[src/rtl/univ_shift_reg_pkg.sv]
// Shared types for the universal shift register: operation codes, FSM states
// and a helper that classifies the multi-cycle operations.
package univ_shift_reg_pkg;

   localparam logic [2:0] OPC_NOP  = 3'd0;
   localparam logic [2:0] OPC_LOAD = 3'd1;
   localparam logic [2:0] OPC_SHL  = 3'd2;
   localparam logic [2:0] OPC_SHR  = 3'd3;
   localparam logic [2:0] OPC_ROL  = 3'd4;
   localparam logic [2:0] OPC_ROR  = 3'd5;
   localparam logic [2:0] OPC_ASR  = 3'd6;
   localparam logic [2:0] OPC_RSVD = 3'd7;

   typedef enum logic [2:0] {
      OP_NOP  = OPC_NOP,
      OP_LOAD = OPC_LOAD,
      OP_SHL  = OPC_SHL,
      OP_SHR  = OPC_SHR,
      OP_ROL  = OPC_ROL,
      OP_ROR  = OPC_ROR,
      OP_ASR  = OPC_ASR,
      OP_RSVD = OPC_RSVD
   } shift_op_e;

   typedef enum logic {
      IDLE  = 1'b0,
      SHIFT = 1'b1
   } state_e;

   // True for the operations that step the register one bit per cycle.
   function automatic logic is_shift_op(input shift_op_e op);
      return (op == OP_SHL) || (op == OP_SHR) || (op == OP_ROL) ||
             (op == OP_ROR) || (op == OP_ASR);
   endfunction

endpackage

[src/rtl/univ_shift_reg_shift_step.sv]
// Combinational single-bit step of the shift register: produces the next
// register value and the bit that leaves the register for the given op.
module shift_step
   import univ_shift_reg_pkg::*;
#(
   parameter int WIDTH = 16
) (
   input  shift_op_e        op,
   input  logic [WIDTH-1:0] q,
   input  logic             ser_in,
   output logic [WIDTH-1:0] q_next,
   output logic             bit_out
);

   // One-bit move in the direction the op selects.
   always_comb begin
      // NOTE: every output gets a default before the case so no latch is inferred.
      q_next  = q;
      bit_out = 1'b0;
      case (op)
         OP_SHL: begin
            q_next  = {q[WIDTH-2:0], ser_in};
            bit_out = q[WIDTH-1];
         end
         OP_SHR: begin
            q_next  = {ser_in, q[WIDTH-1:1]};
            bit_out = q[0];
         end
         OP_ROL: begin
            q_next  = {q[WIDTH-2:0], q[WIDTH-1]};
            bit_out = q[WIDTH-1];
         end
         OP_ROR: begin
            q_next  = {q[0], q[WIDTH-1:1]};
            bit_out = q[0];
         end
         OP_ASR: begin
            q_next  = {q[WIDTH-1], q[WIDTH-1:1]};
            bit_out = q[0];
         end
         default: ;
      endcase
   end

endmodule

[src/rtl/univ_shift_reg.sv]
// Universal shift register: parallel load, shift, rotate and arithmetic
// shift-right by a multi-bit amount, one bit per cycle, behind a valid/ready
// command handshake. Optional abort of a running shift is enabled by defining
// UNIV_SHIFT_REG_ABORT_EN.
module univ_shift_reg
   import univ_shift_reg_pkg::*;
#(
   parameter int  WIDTH = 16,
   localparam int AMT_W = $clog2(WIDTH + 1)
) (
   input  logic             clk,
   input  logic             rst,
   input  logic             cmd_valid,
   output logic             cmd_ready,
   input  logic [2:0]       cmd_op,
   input  logic [AMT_W-1:0] cmd_amt,
   input  logic [WIDTH-1:0] load_data,
   input  logic             ser_in,
   output logic [WIDTH-1:0] q_out,
   output logic             ser_out,
   output logic             busy,
   output logic             done
`ifdef UNIV_SHIFT_REG_ABORT_EN
   ,
   input  logic             abort,
   output logic             aborted
`endif
);

   state_e           state_q;
   shift_op_e        op_q;
   logic [WIDTH-1:0] q_q;
   logic             ser_q;
   logic             done_q;
   logic [AMT_W-1:0] cnt_q;
`ifdef UNIV_SHIFT_REG_ABORT_EN
   logic             aborted_q;
`endif

   shift_op_e        cmd_op_e;
   logic             accept;
   logic [AMT_W-1:0] amt_clamped;
   logic [WIDTH-1:0] q_step;
   logic             bit_step;

   assign cmd_op_e  = shift_op_e'(cmd_op);
   assign cmd_ready = (state_q == IDLE);
   assign accept    = cmd_valid && cmd_ready;

   // Amounts beyond the register width behave as a full-width shift.
   always_comb begin
      amt_clamped = cmd_amt;
      if (cmd_amt > AMT_W'(WIDTH)) amt_clamped = AMT_W'(WIDTH);
   end

   shift_step #(.WIDTH(WIDTH)) u_step (
      .op      (op_q),
      .q       (q_q),
      .ser_in  (ser_in),
      .q_next  (q_step),
      .bit_out (bit_step)
   );

   // Command FSM and datapath: accept in IDLE, step once per cycle in SHIFT.
   always_ff @(posedge clk) begin
      // NOTE: synchronous reset inside the clocked block; all state uses <= so
      // every register sees the values from before this edge.
      if (rst) begin
         state_q   <= IDLE;
         op_q      <= OP_NOP;
         q_q       <= '0;
         ser_q     <= 1'b0;
         done_q    <= 1'b0;
         cnt_q     <= '0;
`ifdef UNIV_SHIFT_REG_ABORT_EN
         aborted_q <= 1'b0;
`endif
      end else begin
         done_q    <= 1'b0;
`ifdef UNIV_SHIFT_REG_ABORT_EN
         aborted_q <= 1'b0;
`endif
         case (state_q)
            IDLE: begin
               if (accept) begin
                  if (is_shift_op(cmd_op_e) && (cmd_amt != '0)) begin
                     op_q    <= cmd_op_e;
                     cnt_q   <= amt_clamped;
                     state_q <= SHIFT;
                  end else begin
                     // LOAD, NOP, reserved and zero-length shifts finish at once.
                     if (cmd_op_e == OP_LOAD) q_q <= load_data;
                     done_q <= 1'b1;
                  end
               end
            end
            SHIFT: begin
`ifdef UNIV_SHIFT_REG_ABORT_EN
               if (abort) begin
                  state_q   <= IDLE;
                  cnt_q     <= '0;
                  aborted_q <= 1'b1;
               end else
`endif
               begin
                  q_q   <= q_step;
                  ser_q <= bit_step;
                  cnt_q <= cnt_q - AMT_W'(1);
                  if (cnt_q == AMT_W'(1)) begin
                     state_q <= IDLE;
                     done_q  <= 1'b1;
                  end
               end
            end
            default: state_q <= IDLE;
         endcase
      end
   end

   assign q_out   = q_q;
   assign ser_out = ser_q;
   assign busy    = (state_q == SHIFT);
   assign done    = done_q;
`ifdef UNIV_SHIFT_REG_ABORT_EN
   assign aborted = aborted_q;
`endif

endmodule

[config.mk]
export PLATFORM = sky130hd
export DESIGN_NAME = univ_shift_reg
export DESIGN_NICKNAME = d
export VERILOG_FILES = /design/src/rtl/univ_shift_reg_pkg.sv /design/src/rtl/univ_shift_reg_shift_step.sv /design/src/rtl/univ_shift_reg.sv
export SDC_FILE = /design/constraint.sdc
export NUM_CORES = 1
export LEC_CHECK = 0
export BUFFER_PORTS_ARGS = -buffer_cell sky130_fd_sc_hd__buf_2
export CAP_MARGIN = 25
export CORE_UTILIZATION = 52
export DETAILED_ROUTE_END_ITERATION = 10
export PLACE_DENSITY_LB_ADDON = 0.08
export SYNTH_ARGS = -nofsm -noshare
export SYNTH_HDL_FRONTEND = slang
export SYNTH_SLANG_ARGS = --single-unit
[constraint.sdc]
create_clock -name clk -period 2 [get_ports clk]
set_input_delay 0.2 -clock clk [delete_from_list [all_inputs] [get_ports clk]]
set_output_delay 0.2 -clock clk [all_outputs]
set_load 0.05 [all_outputs]
==> impl_metrics.py <==
metrics = {
    "clocking": {
        "post-cts-setup-buffers": 0,
        "htree_levels": 1,
        "insertion_delay_ns": 0.32,
        "clk_pin_slew_worst_paths_ns": 0.15,
        "cts_made_buffers": 3,
        "cts_tree": "yes",
        "cts_buffer_depth": 2,
        "cts_sinks": 27,
        "cts-root-buf": "clkbuf_4",
        "cts_hold_buffers": 0,
        "cts.repair.resized": 0,
    },
    "synthesis": {
        "synth_area_leader_cell": "dfxtp_1",
        "syn_area_mm2": 0.00181,
        "ys_top_cells_by_count": "dfxtp_1, mux2i_1, nand3b_1, or4b_1, nand3_1",
        "synth-edff-count": 0,
        "netlist_instances": 189,
        "synth_area_per_cell_um2": 9.57,
        "synth_nets": 219,
        "synth_warnings": 0,
        "synth.area.top_cells": "dfxtp_1, mux2i_1, or4b_1",
        "synth_cell_types": 51,
        "synth_top_cell_area_share": 0.299,
        "synth.most_common_cell": "dfxtp_1",
        "synth_flop_cell": "dfxtp_1",
        "ys_seq_elements": 27,
        "ys_seq_area_frac": 0.299,
        "async_flop_share": 0,
    },
    "power": {
        "combPwrFrac": 0.284,
        "power_frac_seq": 0.517,
        "intPower_uw": 778,
        "powerDensity_mw_per_mm2": 571,
        "p_clk_frac": 0.199,
        "switchingPower_uw": 411,
        "p_leak_nw": 0.770,
        "switching_share": 0.346,
        "irDropWorstVdd_uv": 386,
    },
    "floorplan": {
        "pin_count": 48,
        "die-width_um": 61.0,
        "die_y_um": 61.0,
        "dieArea_mm2": 0.00372,
        "core_area_mm2": 0.00334,
        "rows": 21,
        "start_util": 0.542,
    },
    "placed_design": {
        "globalplace.congestion": 0.812,
        "dpl.hpwl_mm": 2.89,
        "port_buffers": 47,
        "place_inst": 270,
    },
    "route": {
        "firstDrtPassIters": 4,
        "wl_mm": 4.07,
        "ant_nets": 0,
        "drc_errors": 0,
        "viasPerCell": 6.11,
        "routedWlPerCell_um": 14.9,
        "via_count": 1673,
        "dr.first_iter.drc_count": 132,
    },
    "setup_path": {
        "crit_top_cell": "buf_4",
        "critPathLaunch": "busy",
        "crit_type": "flip-flop to flip-flop",
        "critPathMaxFanout": 13,
        "r2r_end": "cnt_q[4]",
        "path_cells": "buf_4, inv_2, buf_4, nor4_1, a32oi_1, a21oi_1",
        "worst-path-buf-inv": 3,
        "cpPeakStageDelay_ns": 0.46,
        "cp-start-kind": "flip-flop",
        "cp-end-kind": "flip-flop",
        "cp-endpoint": "cnt_q[4]",
        "worstReg2RegStart": "busy",
        "required_ns": 2.25,
        "cp_top_family": "buffers and inverters",
        "cp.arrival_ns": 2.02,
        "ff2ff_path_depth": 6,
        "cp_slowest_cell": "nor4_1",
        "reg2reg_slack_ns": 0.23,
        "cp.depth": 6,
    },
    "status": {
        "status": "complete, no violations",
    },
    "sta": {
        "hold_viol": 0,
        "worst_pin_slew_ns": 0.592,
        "slew-limit-headroom": 0.602,
        "min_period_ns": 1.77,
        "min_period_over_period": 0.884,
        "slew_viol_final": 0,
        "tns_ns": 0,
        "setup_viol": 0,
        "clock.fmax_mhz": 566,
        "rsz0062_at_grt": "false",
        "finClkSkew_ns": 0.00982,
    },
    "grt": {
        "antenna_found_initial": 0,
        "grt_use_total": 0.227,
        "gr-total-overflow": 0,
        "grt_pass1_wl_mm": 6.37,
        "grt_max_degree": 31,
        "grt_pass1_vias": 1458,
    },
    "layout": {
        "nets": 259,
        "drive_above_1_share": 0.338,
        "finalNonFillerCells": 274,
        "n_antenna_cell": 0,
        "final.fill_count": 306,
        "syn_to_final_growth_pct": 15.1,
        "ff_latch_area_um2": 541,
        "multi_input_comb_area_mm2": 0.00115,
        "finish.utilization": 0.624,
    },
    "flow_run": {
        "max-cap-violations": 0,
    },
    "worst_hold_path": {
        "hold_start": "cmd_op[1]",
        "hold_depth": 3,
        "hp-class": "primary input to flip-flop",
    },
}
-- power by group through the flow --
stage	Sequential, mW	Combinational, mW	Clock [mW]
after floorplan	0.671	0.199	0
after global placement	0.623	0.328	0
after detailed placement	0.626	0.335	0
after CTS	0.614	0.336	0.245
after global routing	0.621	0.367	0.266
final	0.615	0.338	0.236
-- stage by stage --
stage	setup slack (ns)	cell area, µm²	total power, mW	hold slack, ns
final	0.232	2080	1.19	0.154
after global routing	0.109	2080	1.25	0.150
after CTS	0.106	2080	1.20	0.149
after detailed placement	0.136	2050	0.961	0.498
after global placement	0.242	2050	0.951	0.480
after floorplan	0.0426	1810	0.869	0.348
-- layout by cell type (no fill, tap or decap), drive strengths merged, types with 2 or more instances in the layout --
cell    Yosys  layout
a211oi      3       3
a21oi       9       9
a221oi      2       2
a31oi       3       3
a32oi       2       2
and2b       2       2
buf        10      53
clkbuf      8       4
dfxtp      27      27
ha          2       2
inv         7       7
mux2i      17      17
nand2b      3       3
nand3      12      12
nand3b     16      16
nor2        4       4
nor4        2       2
o211ai     17      17
o21ai       6       6
or3         2       2
or4         3       3
or4b       14      14
-- flip-flops by register name (all words and copies together), names as in the netlist --
| name | cells |
|---|---|
| done | 1 |
| op_q | 3 |
| q_out | 16 |
| ser_out | 1 |
| busy | 1 |
| cnt_q | 5 |
-- worst min path at each step --
stage	end	slack [ns]
after floorplan	op_q[0]	0.35
after global placement	cnt_q[4]	0.48
after detailed placement	ser_out	0.50
after CTS	op_q[1]	0.15
after global routing	op_q[1]	0.15
final	op_q[1]	0.15
-- worst register-to-register path, cell delays in order (launching register included) --
cell	delay [ns]
dfxtp_1	0.42
buf_4	0.22
inv_2	0.12
buf_4	0.19
nor4_1	0.46
a32oi_1	0.11
a21oi_1	0.19
-- routing by layer --
metal | up-vias | part of all wire | global-route usage
met5 | - | 0 | 0
met3 | 12 | 0.034 | 0.0299
met4 | 0 | 0.015 | 0.0844
met1 | 783 | 0.48 | 0.299
met2 | 52 | 0.47 | 0.378
li1 | 826 | - | -
-- final cells by class --
type,instances,share of cell area
multi-input combinational,137,0.553
sequential,27,0.260
timing repair buffer,53,0.135
tap,46,0.0276
clock buffer,4,0.0126
inverter,7,0.0126
-- kinds of logic after synthesis --
kind of cell,synth area share
AOI/OAI and AO/OA,0.248
muxes,0.101
DFF,0.299
adders and majority gates,0.0138
xor gates and xnor gates,0.00899
buffers and inverters,0.0678
and+or+nand+nor,0.262
Power figures use the tool's default switching activity.
